--- config.mk ---
export PLATFORM = sky130hd
export DESIGN_NAME = delay_timer_arbiter_flat
export DESIGN_NICKNAME = d
export VERILOG_FILES = /design/src/rtl/blackjack_pkg.sv /design/src/rtl/delay_timer_arbiter_if.sv /design/src/rtl/delay_timer_arbiter_tick_prescaler.sv /design/src/rtl/delay_timer_arbiter.sv /design/src/flat_wrapper.sv
export SDC_FILE = /design/constraint.sdc
export NUM_CORES = 1
export LEC_CHECK = 0
export BUFFER_PORTS_ARGS = -buffer_cell sky130_fd_sc_hd__buf_2
export CORE_AREA = 2 2 119 121
export DETAILED_ROUTE_END_ITERATION = 16
export DIE_AREA = 0 0 121 123
export GPL_ROUTABILITY_DRIVEN = 1
export PLACE_DENSITY = 0.5
export SLEW_MARGIN = 5
export SYNTH_ARGS = -nofsm -noshare
export SYNTH_HDL_FRONTEND = slang
export SYNTH_SLANG_ARGS = --single-unit
--- constraint.sdc ---
create_clock -name clk_50M -period 2.8 [get_ports clk_50M]
set_input_delay 0.14 -clock clk_50M [delete_from_list [all_inputs] [get_ports clk_50M]]
set_output_delay 0.14 -clock clk_50M [all_outputs]
set_load 0.1 [all_outputs]
--- src/rtl/blackjack_pkg.sv ---
// Shared BlackJack definitions: delay timer FSM states and tick timing constants.
package blackjack_pkg;

    // Delay timer arbiter states
    typedef enum logic [1:0] {
        IDLE = 2'd0,
        LOAD = 2'd1,
        RUN  = 2'd2,
        DONE = 2'd3
    } state_t;

    // 50 MHz system clock divided down to a 2 kHz tick
    localparam int TICK_DIV_50M_2K = 25000;

    // Two seconds expressed in 2 kHz ticks
    localparam int DELAY_2S = 4000;

endpackage

--- src/rtl/delay_timer_arbiter_if.sv ---
// Request/grant bus between the game FSMs (master) and the shared delay timer (slave).
//
// Handshake: i_Req[k] is a level request and must stay high for as long as
// requester k wants its delay. o_Grant is one-hot while the timer is owned
// (LOAD, RUN, DONE). o_Done[k] pulses for exactly one cycle when k's delay
// has fully elapsed; dropping i_Req[k] while granted abandons the delay and
// no o_Done follows. i_Delay[k*WIDTH +: WIDTH] is captured once, in the
// cycle after the grant rises.
interface delay_timer_arbiter_if #(
    parameter int N_REQ = 4,
    parameter int WIDTH = 12
);
    logic [N_REQ-1:0]       i_Req;
    logic [N_REQ*WIDTH-1:0] i_Delay;
    logic [N_REQ-1:0]       o_Grant;
    logic [N_REQ-1:0]       o_Done;
    logic                   o_Busy;
    logic [WIDTH-1:0]       o_Count;

    // Requester side
    modport master (
        output i_Req,
        output i_Delay,
        input  o_Grant,
        input  o_Done,
        input  o_Busy,
        input  o_Count
    );

    // Timer side
    modport slave (
        input  i_Req,
        input  i_Delay,
        output o_Grant,
        output o_Done,
        output o_Busy,
        output o_Count
    );
endinterface

--- src/rtl/delay_timer_arbiter_tick_prescaler.sv ---
// Divides clk_50M down to a one-cycle tick every TICK_DIV clocks.
// i_Clear restarts the division so the first tick of a grant comes a full
// period after the clear.
module tick_prescaler #(
    parameter int TICK_DIV = 25000
) (
    input  logic clk_50M,
    input  logic i_Reset_n,
    input  logic i_Clear,
    output logic o_Tick
);
    localparam int CW = (TICK_DIV > 2) ? $clog2(TICK_DIV) : 1;
    localparam logic [CW-1:0] LAST = CW'(TICK_DIV - 1);

    logic [CW-1:0] r_Div;

    // Count 0..TICK_DIV-1, wrapping, restarting from 0 on clear
    always_ff @(posedge clk_50M or negedge i_Reset_n) begin
        if (!i_Reset_n) begin
            r_Div <= '0;
        end else if (i_Clear || (r_Div == LAST)) begin
            r_Div <= '0;
        end else begin
            r_Div <= r_Div + 1'b1;
        end
    end

    assign o_Tick = (r_Div == LAST) && !i_Clear;

endmodule

--- src/rtl/delay_timer_arbiter.sv ---
// Shared tick-based delay timer, granted round-robin to up to N_REQ game FSMs.
// The owner's delay is latched once at grant time; the owner sees a single
// o_Done pulse when the delay elapses, or nothing if it withdraws its request.
module delay_timer_arbiter
    import blackjack_pkg::*;
#(
    parameter int N_REQ    = 4,
    parameter int WIDTH    = 12,
    parameter int TICK_DIV = TICK_DIV_50M_2K
) (
    input  logic                   clk_50M,
    input  logic                   i_Reset_n,
    delay_timer_arbiter_if.slave   bus,
    output state_t                 o_State
);
    localparam int IDX_W = $clog2(N_REQ);

    state_t           r_State;
    logic [IDX_W-1:0] r_Ptr;
    logic [IDX_W-1:0] r_Owner;
    logic [WIDTH-1:0] r_Target;
    logic [WIDTH-1:0] r_Count;
    logic [N_REQ-1:0] r_Grant;
    logic [N_REQ-1:0] r_Done;

    logic [IDX_W:0]   w_Pick;
    logic [WIDTH-1:0] w_Slice;
    logic [WIDTH-1:0] w_Count_Inc;
    logic             w_Tick;
    logic             w_Clear;

    // First set request at or after ptr, with wrap; MSB flags that one was found
    function automatic logic [IDX_W:0] rr_pick(input logic [N_REQ-1:0] req,
                                               input logic [IDX_W-1:0] ptr);
        logic [IDX_W:0]   result;
        logic [IDX_W-1:0] pos;
        int               idx;
        result = '0;
        // Walk from the far end so the closest candidate is written last
        for (int i = N_REQ - 1; i >= 0; i--) begin
            idx = (int'(ptr) + i) % N_REQ;
            pos = IDX_W'(idx);
            if (req[pos]) begin
                result = {1'b1, pos};
            end
        end
        return result;
    endfunction

    // Pointer for the requester after the one just served
    function automatic logic [IDX_W-1:0] next_ptr(input logic [IDX_W-1:0] w);
        int n;
        n = int'(w) + 1;
        if (n >= N_REQ) begin
            n = 0;
        end
        return IDX_W'(n);
    endfunction

    assign w_Pick      = rr_pick(bus.i_Req, r_Ptr);
    assign w_Slice     = bus.i_Delay[int'(r_Owner) * WIDTH +: WIDTH];
    assign w_Count_Inc = r_Count + 1'b1;
    assign w_Clear     = (r_State == LOAD);

    tick_prescaler #(
        .TICK_DIV (TICK_DIV)
    ) u_tick_prescaler (
        .clk_50M   (clk_50M),
        .i_Reset_n (i_Reset_n),
        .i_Clear   (w_Clear),
        .o_Tick    (w_Tick)
    );

    // Arbitration and delay FSM with registered grant/done/count
    always_ff @(posedge clk_50M or negedge i_Reset_n) begin
        if (!i_Reset_n) begin
            r_State  <= IDLE;
            r_Ptr    <= '0;
            r_Owner  <= '0;
            r_Target <= '0;
            r_Count  <= '0;
            r_Grant  <= '0;
            r_Done   <= '0;
        end else begin
            r_Done <= '0;
            case (r_State)
                IDLE: begin
                    if (w_Pick[IDX_W]) begin
                        r_Owner <= w_Pick[IDX_W-1:0];
                        r_Grant <= N_REQ'(1) << w_Pick[IDX_W-1:0];
                        r_State <= LOAD;
                    end
                end
                LOAD: begin
                    r_Target <= w_Slice;
                    r_Count  <= '0;
                    if (w_Slice == '0) begin
                        r_Done  <= r_Grant;
                        r_State <= DONE;
                    end else begin
                        r_State <= RUN;
                    end
                end
                RUN: begin
                    if (!bus.i_Req[r_Owner]) begin
                        // Owner withdrew: release silently, keep the count visible
                        r_Grant <= '0;
                        r_Ptr   <= next_ptr(r_Owner);
                        r_State <= IDLE;
                    end else if (w_Tick) begin
                        r_Count <= w_Count_Inc;
                        if (w_Count_Inc == r_Target) begin
                            r_Done  <= r_Grant;
                            r_State <= DONE;
                        end
                    end
                end
                DONE: begin
                    r_Grant <= '0;
                    r_Ptr   <= next_ptr(r_Owner);
                    r_State <= IDLE;
                end
                default: begin
                    r_State <= IDLE;
                end
            endcase
        end
    end

    assign bus.o_Grant = r_Grant;
    assign bus.o_Done  = r_Done;
    assign bus.o_Busy  = (r_State != IDLE);
    assign bus.o_Count = r_Count;
    assign o_State     = r_State;

endmodule

--- src/flat_wrapper.sv ---
// flat-port wrapper written by rule: the top's interface ports become plain ports
module delay_timer_arbiter_flat import blackjack_pkg::*;
#(
    parameter int N_REQ    = 4,
    parameter int WIDTH    = 12,
    parameter int TICK_DIV = TICK_DIV_50M_2K
)
  (clk_50M, i_Reset_n, o_State, bus_i_Req, bus_i_Delay, bus_o_Grant, bus_o_Done, bus_o_Busy, bus_o_Count);
  delay_timer_arbiter_if #(.N_REQ(N_REQ), .WIDTH(WIDTH)) bus_i ();
  input  logic clk_50M;
  input  logic i_Reset_n;
  output state_t o_State;
  input wire logic [$bits(bus_i.i_Req)-1:0] bus_i_Req;
  input wire logic [$bits(bus_i.i_Delay)-1:0] bus_i_Delay;
  output wire logic [$bits(bus_i.o_Grant)-1:0] bus_o_Grant;
  output wire logic [$bits(bus_i.o_Done)-1:0] bus_o_Done;
  output wire logic [$bits(bus_i.o_Busy)-1:0] bus_o_Busy;
  output wire logic [$bits(bus_i.o_Count)-1:0] bus_o_Count;
  assign bus_i.i_Req = bus_i_Req;
  assign bus_i.i_Delay = bus_i_Delay;
  assign bus_o_Grant = bus_i.o_Grant;
  assign bus_o_Done = bus_i.o_Done;
  assign bus_o_Busy = bus_i.o_Busy;
  assign bus_o_Count = bus_i.o_Count;
  delay_timer_arbiter #(.N_REQ(N_REQ), .WIDTH(WIDTH), .TICK_DIV(TICK_DIV)) u_core (.clk_50M(clk_50M), .i_Reset_n(i_Reset_n), .bus(bus_i), .o_State(o_State));
endmodule
==> impl_metrics.csv, run 1 <==
group,metric,value,unit
placement,dpl_worst_slack,0.0915,ns
layout,fin_area,0.00412,sq mm
layout,diodes,0,
global_routing,grt_antenna_before_repair,0,
cts,cts_tree,"done",
detailed_routing,viasPerCell,4.72,
placement,numPortBuffers,76,
power,leakage,1.78,nW
setup_path,cp.arrival,2.82,ns
logic_synthesis,async_reset_ff_share,100,%
detailed_routing,drt-total-wl,8.33,mm
placement,place_hpwl,6.64,mm
global_routing,grt_max_degree,32,
setup_path,path_max_fanout,3,
timing,max_slew_margin,63.8,%
die,chipHeight,123,um
cts,ctsLongestPathBuffers,2,
cts,cts_resized,0,
placement,place_inst,574,
timing,hold_violations,0,
die,top_level_ports,77,
flow_run,max-cap-violations,0,
timing,setup_viol,0,
global_routing,grt.total_usage,11.7,%
cts,clk_latency,0.29,ns
setup_path,crit_path_end_kind,"flip-flop",
layout,area_growth_syn_to_layout,23.6,%
timing,post-route-period-util,93.2,%
logic_synthesis,synthDistinctLibCells,54,
timing,fmax,383,MHz
timing,fin_worst_skew,0.00310,ns
timing,rsz0062_at_grt,"false",
layout,drive_above_1_share,33.5,%
detailed_routing,drt_iter0_drc,121,
logic_synthesis,yosysWarnings,0,
timing,final_max_slew_viol_count,0,
die,row_count,43,
cts,cts_buffers,5,
logic_synthesis,synth_edf_count,0,
timing,tns,0,ns
die,die_x,121,um
detailed_routing,dr.pass1.iters,4,
cts,cts_root_buf,"clkbuf_16",
layout,nets,463,
logic_synthesis,syn_area_per_cell,10.2,sq um
logic_synthesis,synth-main-ff-cell,"dfrtp_1",
cts,clk_pin_slew,0.07,ns
logic_synthesis,ys_seq_area_share,39.8,%
logic_synthesis,synth_fp_nets,387,
hold_path,hold_path_class,"input port to flip-flop",
logic_synthesis,synth_area,0.00334,sq mm
global_routing,first_global_vias,2709,
run_status,status,"complete, no violations",
die,die_area,0.0149,sq mm
detailed_routing,postRouteAntennaNets,0,
logic_synthesis,synthCells,326,
cts,cts_num_sinks,53,
global_routing,overflow,0,
timing,worst_pin_slew,0.543,ns
layout,layout.cells.non_filler,583,
detailed_routing,drcViolationCount,0,
die,core_area,0.0136,sq mm
hold_path,hold_path_depth,4,
layout,fill_cells,1424,
setup_path,worstSetupPathType,"flip-flop to flip-flop",
setup_path,reg2regPathDepth,6,
setup_path,worstPathRequired,3.01,ns
power,power_density,966,mW/mm^2
die,initial_core_util,24.5,%
logic_synthesis,ys_ff_latch,53,
timing,setup_slack,0.192,ns
detailed_routing,vias,2750,
detailed_routing,wire_per_inst,14.3,um
placement,place_congestion,0.801,
cts,cts_max_level,2,
timing,timing.final.crit_period,2.61,ns
power,ir_worst_vdd,0.450,mV
cts,cts_setup_buffers,0,
setup_path,worstSetupStartpointType,"flip-flop",
global_routing,grt_pass1_wl,13.7,mm
placement,place_area,0.00392,sq mm
-- where the power goes --
group / switching (mW) / leakage [nW] / internal, mW
Clock: 0.278 / 0.0938 / 0.511
Combinational: 1.22 / 1.00 / 0.764
Sequential: 0.242 / 0.687 / 0.969
Total: 1.74 / 1.78 / 2.24
-- cell usage in the layout (no fill, tap or decap), types with 2 or more instances in the layout --
cell	instances
mux4_2	13
and3b_1	2
a211oi_1	4
and3_1	3
clkbuf_16	5
nand4_1	8
buf_2	76
xor2_1	10
nor2_1	27
a21oi_1	9
a22o_1	8
ha_1	7
o211ai_1	3
nor4_1	3
nor2b_1	3
nand2_1	29
or4_1	2
o21ai_0	19
dfrtp_2	4
and2_1	5
inv_1	10
nand2b_1	5
bufinv_16	2
xnor2_1	13
o21ai_1	2
buf_4	8
mux2i_1	5
nand3_1	15
a31oi_1	2
dfrtp_1	49
or3_1	7
o31ai_1	2
mux2_2	15
nor3_1	4
-- sequential cells by signal, indices dropped and copies added (netlist names) --
name,cells
u_core.u_tick_prescaler.r_Div,15
u_core.bus.o_Count,12
u_core.r_Target,12
u_core.bus.o_Done,4
u_core.bus.o_Grant,4
u_core.o_State,2
u_core.r_Owner,2
u_core.r_Ptr,2
-- per-layer routing --
| layer | part of all wire, % | up-vias | wire [um] | global-route usage [%] |
|---|---|---|---|---|
| met5 | 0 | - | 0 | 0 |
| met4 | 1.6 | 0 | 132 | 4.43 |
| met3 | 4.3 | 9 | 359 | 1.94 |
| met2 | 47 | 84 | 3890 | 19.2 |
| met1 | 47 | 1317 | 3940 | 15.5 |
| li1 | - | 1340 | - | - |
-- per-stage QoR --
| stage | hold WS, ns | power, mW | util, % |
|---|---|---|---|
| finish | 0.228 | 3.99 | 30.3 |
| global route | 0.265 | 4.27 | 30.3 |
| CTS | 0.230 | 4.04 | 30.3 |
| detailed placement | 0.167 | 3.24 | 28.8 |
| global placement | 0.167 | 3.19 | 28.8 |
| floorplan | -0.156 | 2.79 | - |
-- cell usage after synthesis, drive strengths merged (2+ instances only) --
cell type	n	share of area [%]
nor2b	3	0.56
buf	2	0.30
nor2	27	3.0
nor3	4	0.60
a31oi	2	0.38
or3	7	1.3
nand2	30	3.5
or4	3	0.79
nor4	4	1.2
and2	5	0.94
o21ai	21	3.2
xnor2	13	3.4
a21oi	9	1.4
mux4	13	8.8
mux2i	5	1.5
a22o	8	2.1
and3b	2	0.53
clkbuf	14	2.2
a211oi	4	0.90
o31ai	3	1.1
and3	3	0.56
o211ai	3	0.68
nand2b	5	0.94
xor2	10	2.6
inv	10	1.1
nand3	15	2.3
ha	7	2.6
and4	2	0.56
mux2	15	5.1
nand4	8	1.5
dfrtp	53	40
-- worst paths after layout --
kind | from | endpoint | slack (ns)
min in group asynchronous | i_Reset_n | u_core.bus.o_Grant[3]$_DFFE_PN0P_ | 0.36
min | bus_i_Req[0] | u_core.bus.o_Grant[1]$_DFFE_PN0P_ | 0.23
min reg2reg | u_core.u_tick_prescaler.r_Div[0]$_DFF_PN0_ | u_core.u_tick_prescaler.r_Div[0]$_DFF_PN0_ | 0.49
max in group asynchronous | i_Reset_n | u_core.r_Owner[1]$_DFFE_PN0P_ | 1.64
max reg2reg | u_core.u_tick_prescaler.r_Div[4]$_DFF_PN0_ | u_core.o_State[1]$_DFFE_PN0P_ | 0.19
max | u_core.u_tick_prescaler.r_Div[4]$_DFF_PN0_ | u_core.o_State[1]$_DFFE_PN0P_ | 0.19
-- layout make-up --
class	count	area, sq um	share of cell area (%)
clock buffers	5	125	3.03
multi-input cells	247	1890	45.8
repair buffers	85	450	10.9
inverters	10	37.5	0.910
flip-flops and latches	53	1330	32.3
clock inverters	3	65.1	1.58
well taps	180	225	5.46
-- what timing repair did --
item / in CTS / in global routing
setup endpoints to repair: 0 / 4
hold endpoints to repair: 22 / 0
hold buffers: 1 / 0
-- logic make-up after synthesis --
kind of cell	after synthesis	share of synthesized area, %
AND/OR/NAND/NOR	126	20.3
AO/OA/AOI/OAI	57	11.6
flip-flops	53	39.8
multiplexers	33	15.3
buffers and inverters	26	3.60
XOR/XNOR	24	6.75
adder cells (fa/ha/maj)	7	2.63
-- worst max-delay path, stage by stage, from the launching register on --
cell and delay [ns]:
dfrtp_1 0.40, or4_1 0.52, or4_4 0.58, nor4_4 0.29, nand3_1 0.11, or4_1 0.44
a31oi_1 0.19
Power figures use the tool's default switching activity.
==> inputs of run 2 (changes only) <==
==> constraint.sdc (replaced) <==
create_clock -name clk_50M -period 3.3 [get_ports clk_50M]
set_input_delay 0.165 -clock clk_50M [delete_from_list [all_inputs] [get_ports clk_50M]]
set_output_delay 0.165 -clock clk_50M [all_outputs]
set_load 0.1 [all_outputs]
==> impl_metrics.csv, run 2 (synthesis gave the netlist of run 1 again) <==
group,metric,value,unit
run_status,status,"complete, no violations",
cts,cts_setup_buffers,0,
setup_path,worstSetupPathType,"flip-flop to flip-flop",
timing,post-route-period-util,83.0,%
power,power_density,794,mW/mm^2
setup_path,cp.arrival,2.97,ns
detailed_routing,drt_iter0_drc,121,
cts,clk_pin_slew,0.07,ns
setup_path,crit_slowest_cell,"or4_4",
setup_path,worstSetupStartpointType,"flip-flop",
detailed_routing,drcViolationCount,0,
layout,regMostFlops,"u_core.u_tick_prescaler.r_Div",
placement,place_hpwl,6.36,mm
detailed_routing,viasPerCell,4.72,
layout,final_common_cell,"buf_2",
global_routing,grt_pass1_wl,13.5,mm
timing,fmax,365,MHz
cts,cts_tree,"done",
power,ir_worst_vdd,0.334,mV
detailed_routing,wire_per_inst,14.0,um
hold_path,hold_path_class,"input port to flip-flop",
die,die_x,121,um
setup_path,reg2regPathDepth,6,
hold_path,hold_path_depth,4,
setup_path,cp.buffers_inverters,0,
layout,fin_area,0.00404,sq mm
layout,final_cell_mix,"buf_2 (76), dfrtp_1 (53), nand2_1 (29)",
setup_path,path_max_fanout,4,
timing,timing.final.crit_period,2.74,ns
placement,place_area,0.00388,sq mm
layout,largest_reg_flops,15,
layout,drive_above_1_share,31.7,%
die,initial_core_util,24.5,%
timing,rsz0062_at_grt,"false",
cts,ctsLongestPathBuffers,2,
timing,fin_worst_skew,0.00755,ns
setup_path,crit_chain,"or4_1 -> or4_4 -> nor4_4 -> o2111ai_1 -> o41ai_2 -> and2_1",
layout,diodes,0,
layout,nets,458,
setup_path,crit_path_end_kind,"flip-flop",
timing,worst_pin_slew,0.673,ns
timing,max_slew_margin,55.1,%
die,chipHeight,123,um
detailed_routing,dr.pass1.iters,4,
cts,cts_num_sinks,53,
die,core_area,0.0136,sq mm
cts,clk_latency,0.30,ns
global_routing,grt.total_usage,11.5,%
setup_path,worstPathRequired,3.53,ns
die,row_count,43,
global_routing,first_global_vias,2650,
global_routing,grt_max_degree,32,
placement,numPortBuffers,76,
timing,hold_violations,0,
placement,place_congestion,0.739,
setup_path,crit_family,"simple AND/OR/NAND/NOR gates",
setup_path,path_depth,6,
setup_path,slowest_delay,0.57,ns
timing,final_max_slew_viol_count,0,
timing,setup_viol,0,
timing,tns,0,ns
layout,area_growth_syn_to_layout,21.2,%
cts,cts_max_level,2,
cts,cts_root_buf,"clkbuf_16",
detailed_routing,vias,2730,
global_routing,overflow,0,
flow_run,max-cap-violations,0,
die,top_level_ports,77,
global_routing,grt_antenna_before_repair,0,
cts,cts_buffers,5,
die,die_area,0.0149,sq mm
power,leakage,1.74,nW
timing,whs,0.257,ns
detailed_routing,drt-total-wl,8.10,mm
detailed_routing,postRouteAntennaNets,0,
-- run 2: changes by cell type in the layout (fill, tap and decap cells not counted) --
cell / previous run / this run
clkinvlp_4: 0 / 1
inv_6: 0 / 2
buf_4: 8 / 3
dfrtp_2: 4 / 0
clkinv_2: 1 / 0
dfrtp_1: 49 / 53
bufinv_16: 2 / 0
-- run 2: metrics by stage --
step                      instances  setup WS [ns]  power (mW)  util (%)
after floorplan                 326          0.336        2.37         -
after global placement          569          0.607        2.67      28.5
after detailed placement        569          0.564        2.70      28.5
after CTS                       578          0.539        3.25      29.7
after global routing            578          0.448        3.45      29.7
final                           578          0.563        3.21      29.7
-- run 2: final timing paths --
kind / slack (ns) / startpoint / to
setup / recovery: 0.56 / u_core.u_tick_prescaler.r_Div[4]$_DFF_PN0_ / u_core.bus.o_Done[3]$_DFF_PN0_
setup reg to reg: 0.56 / u_core.u_tick_prescaler.r_Div[4]$_DFF_PN0_ / u_core.bus.o_Done[3]$_DFF_PN0_
min in group asynchronous: 0.38 / i_Reset_n / u_core.bus.o_Grant[1]$_DFFE_PN0P_
max in group asynchronous: 2.13 / i_Reset_n / u_core.u_tick_prescaler.r_Div[13]$_DFF_PN0_
hold / removal: 0.26 / bus_i_Req[0] / u_core.bus.o_Grant[3]$_DFFE_PN0P_
hold reg to reg: 0.50 / u_core.u_tick_prescaler.r_Div[0]$_DFF_PN0_ / u_core.u_tick_prescaler.r_Div[0]$_DFF_PN0_
-- run 2: routing by layer --
metal	part of all wire [%]	vias to the layer above	global-route usage, %
met5	0	-	0
met4	1.3	0	3.56
met3	4.6	6	1.71
met2	45	80	18.3
met1	49	1301	16.1
li1	-	1343	-
-- run 2: layout make-up --
class / count / area, sq um
Multi-Input combinational cell: 247 / 1890
Tap cell: 180 / 225
Sequential cell: 53 / 1330
Inverter: 10 / 37.5
Timing Repair Buffer: 80 / 413
Fill cell: 1434 / 9570
Clock buffer: 5 / 125
Clock inverter: 3 / 25.0
-- run 2: worst reg2reg max path, cell delays in order, from the launching register on --
cell and delay [ns]:
dfrtp_1 0.41, or4_1 0.52, or4_4 0.57, nor4_4 0.30
o2111ai_1 0.17, o41ai_2 0.51, and2_1 0.19
-- run 2: power by group --
part           internal [mW]  total [mW]  leakage, nW  switching [mW]
combinational          0.625        1.59        0.976           0.969
sequential             0.819        1.07        0.693           0.255
clock                  0.287       0.540       0.0708           0.253
total                   1.73        3.21         1.74            1.48
-- run 2: timing repair --
action	in CTS	in global routing
hold buffers	1	0
endpoints found under the hold margin	22	0
gates resized for setup	0	0
==> inputs of run 3 (changes only) <==
--- a/config.mk
+++ b/config.mk
@@ -5,10 +5,11 @@
 export SDC_FILE = /design/constraint.sdc
 export NUM_CORES = 1
 export LEC_CHECK = 0
+export ABC_AREA = 1
 export BUFFER_PORTS_ARGS = -buffer_cell sky130_fd_sc_hd__buf_2
-export CORE_AREA = 2 2 119 121
+export CORE_AREA = 2 2 120 122
 export DETAILED_ROUTE_END_ITERATION = 16
-export DIE_AREA = 0 0 121 123
+export DIE_AREA = 0 0 122 124
 export GPL_ROUTABILITY_DRIVEN = 1
 export PLACE_DENSITY = 0.5
 export SLEW_MARGIN = 5
==> constraint.sdc (replaced) <==
create_clock -name clk_50M -period 2.85 [get_ports clk_50M]
set_input_delay 0.1425 -clock clk_50M [delete_from_list [all_inputs] [get_ports clk_50M]]
set_output_delay 0.1425 -clock clk_50M [all_outputs]
set_load 0.1 [all_outputs]
==> impl_metrics.csv, run 3 <==
group,metric,value,unit
layout,area_growth_syn_to_layout,23.0,%
setup_path,slowest_delay,0.37,ns
logic_synthesis,synth_top_area_share,39.2,%
layout,regMostFlops,"u_core.u_tick_prescaler.r_Div",
global_routing,grt.total_usage,12.9,%
detailed_routing,drt-total-wl,9.34,mm
cts,cts_resized,0,
logic_synthesis,synth_fp_nets,557,
die,chipHeight,124,um
timing,final_max_slew_viol_count,0,
run_status,status,"complete, no violations",
layout,final_common_cell,"nand2_1",
layout,final_cell_mix,"nand2_1 (158), buf_2 (76), inv_1 (60)",
timing,rsz0062_at_grt,"false",
global_routing,overflow,0,
detailed_routing,postRouteAntennaNets,0,
logic_synthesis,synth-main-ff-cell,"dfrtp_1",
hold_path,hold_end,"u_core.r_Target[4]$_DFFE_PN0P_",
power,power_density,926,mW/mm^2
hold_path,hold_path_depth,5,
global_routing,grt_pass1_wl,15.5,mm
placement,place_hpwl,7.48,mm
detailed_routing,drt_iter0_drc,238,
logic_synthesis,yosysWarnings,0,
global_routing,grt_antenna_before_repair,0,
logic_synthesis,synth_edf_count,0,
logic_synthesis,synthCells,496,
layout,largest_reg_flops,15,
layout,diodes,0,
timing,hold_violations,0,
die,top_level_ports,77,
logic_synthesis,synth_top_area_cell,"dfrtp_1",
logic_synthesis,yosysMostFrequentCell,"nand2_1",
cts,cts_tree,"done",
power,ir_worst_vdd,0.337,mV
cts,ctsLongestPathBuffers,2,
cts,clk_latency,0.29,ns
timing,fin_worst_skew,0.00443,ns
logic_synthesis,async_reset_ff_share,100,%
hold_path,hold_path_class,"input port to flip-flop",
power,leakage,2.10,nW
timing,tns,0,ns
cts,cts_max_level,2,
logic_synthesis,synthTopCellsByCount,"nand2_1 (158), inv_1 (60), dfrtp_1 (53), nor2_1 (51), nand3_1 (42)",
detailed_routing,viasPerCell,4.42,
detailed_routing,drcViolationCount,0,
timing,fmax,477,MHz
logic_synthesis,synth_area,0.00339,sq mm
logic_synthesis,ys_seq_area_share,39.2,%
timing,timing.final.crit_period,2.10,ns
placement,numPortBuffers,76,
setup_path,worstSetupStartpointType,"flip-flop",
setup_path,crit_chain,"ha_1 -> nand2_1 -> inv_1 -> nand2_1 -> nor2_1 -> nand3_1 -> o21ai_0 -> nand2_1 -> inv_1 -> buf_4 -> nand2_1 -> o21ai_0",
global_routing,grt_max_degree,31,
logic_synthesis,synthDistinctLibCells,37,
timing,setup_viol,0,
setup_path,crit_path_end_kind,"flip-flop",
logic_synthesis,synthTopCellsByArea,"dfrtp_1 (39%), nand2_1 (18%), inv_1 (6.6%)",
cts,clk_pin_slew,0.07,ns
timing,post-route-period-util,73.6,%
die,row_count,43,
setup_path,crit_top_cell,"nand2_1",
setup_path,worstSetupPathType,"flip-flop to flip-flop",
layout,layout.cells.non_filler,755,
hold_path,min_from,"bus_i_Delay[28]",
layout,drive_above_1_share,19.0,%
detailed_routing,dr.pass1.iters,4,
detailed_routing,wire_per_inst,12.4,um
flow_run,max-cap-violations,0,
setup_path,r2r-start,"u_core.u_tick_prescaler.r_Div[0]$_DFF_PN0_",
layout,nets,635,
timing,worst_pin_slew,0.670,ns
logic_synthesis,syn_area_per_cell,6.83,sq um
logic_synthesis,ys_ff_latch,53,
die,die_x,122,um
detailed_routing,vias,3336,
setup_path,cp.arrival,2.30,ns
global_routing,first_global_vias,3201,
setup_path,crit_slowest_cell,"dfrtp_1",
setup_path,path_max_fanout,12,
die,die_area,0.0151,sq mm
cts,cts_num_sinks,53,
die,core_area,0.0137,sq mm
die,initial_core_util,24.7,%
setup_path,worstPathRequired,3.05,ns
placement,place_congestion,0.797,
setup_path,r2r-end,"u_core.bus.o_Count[1]$_DFFE_PN0P_",
cts,cts_root_buf,"clkbuf_16",
placement,place_inst,746,
setup_path,reg2regPathDepth,12,
cts,cts_setup_buffers,0,
setup_path,ff2ff_setup_slack,0.75,ns
cts,cts_buffers,5,
timing,max_slew_margin,55.3,%
-- run 3: changes by cell type after synthesis, sizes merged, moves of 12 or more --
cell and change:
mux2 -15, nand2 +132, inv +51, mux4 -13
o21ai +23, xnor2 -12, nor2 +30, nand3 +29
-- run 3: logic make-up (layout without fill, tap and decap cells) --
family          count (synthesis)  in the layout  synth area share (%)
flops                          53             53                  39.2
fa+ha+maj                       7              7                  2.59
simple gates                  286            286                  36.7
xor+xnor                        1              1                 0.259
buf+inv                        74            153                  8.61
compound gates                 75             75                  12.7
-- run 3: where the power goes --
group	leakage, nW	internal, mW	switching, mW
logic	1.31	0.590	1.40
clock network	0.0841	0.439	0.272
registers	0.700	0.940	0.213
total	2.10	1.97	1.89
-- run 3: repair_timing --
action,4_1_cts,5_1_grt
hold endpoints to repair,28,0
setup endpoints to repair,0,0
hold buffers,1,0
-- run 3: final cells by class --
type,count,area [sq um]
Clock inverter,1,30.0
Inverter,61,229
Multi-Input combinational cell,369,1770
Fill cell,1507,9550
Tap cell,180,225
Sequential cell,53,1330
Clock buffer,7,143
Timing Repair Buffer,84,443
-- run 3: through the flow --
stage	worst slack, ns	utilization [%]	total power, mW	hold slack, ns	instance area (sq um)
finish	0.753	30.4	3.86	0.248	4170
global route	0.465	30.4	4.19	0.262	4170
CTS	0.744	30.4	3.89	0.240	4170
detailed placement	0.761	29.0	3.17	0.222	3980
global placement	0.800	29.0	3.14	0.225	3980
floorplan	0.155	-	2.64	-0.153	3390
-- run 3: how the worst max path moves through the flow --
stage | from | endpoint | slack (ns)
2_1_floorplan | u_core.o_State[0]$_DFFE_PN0P_ | u_core.bus.o_Grant[0]$_DFFE_PN0P_ | 0.16
3_3_place_gp | u_core.bus.o_Count[0]$_DFFE_PN0P_ | u_core.o_State[0]$_DFFE_PN0P_ | 0.80
3_5_place_dp | u_core.u_tick_prescaler.r_Div[0]$_DFF_PN0_ | u_core.bus.o_Count[1]$_DFFE_PN0P_ | 0.76
4_1_cts | u_core.u_tick_prescaler.r_Div[0]$_DFF_PN0_ | u_core.bus.o_Count[1]$_DFFE_PN0P_ | 0.74
5_1_grt | u_core.u_tick_prescaler.r_Div[0]$_DFF_PN0_ | u_core.bus.o_Count[1]$_DFFE_PN0P_ | 0.47
6_report | u_core.u_tick_prescaler.r_Div[0]$_DFF_PN0_ | u_core.bus.o_Count[1]$_DFFE_PN0P_ | 0.75
-- run 3: worst max-delay path, delay by kind of cell (launching register included) --
kind                     cells  cell delay (ns)
adder cells (fa/ha/maj)      1             0.20
AND/OR/NAND/NOR              6             0.70
buffers and inverters        3             0.33
flip-flops                   1             0.37
AO/OA/AOI/OAI                2             0.41
-- run 3: layer usage --
metal	GRT usage, %	share of wire, %	vias up
met5	0	0	-
met4	4.31	1.7	0
met3	1.74	4.0	9
met2	20.3	43	81
met1	18.2	52	1488
li1	-	-	1758
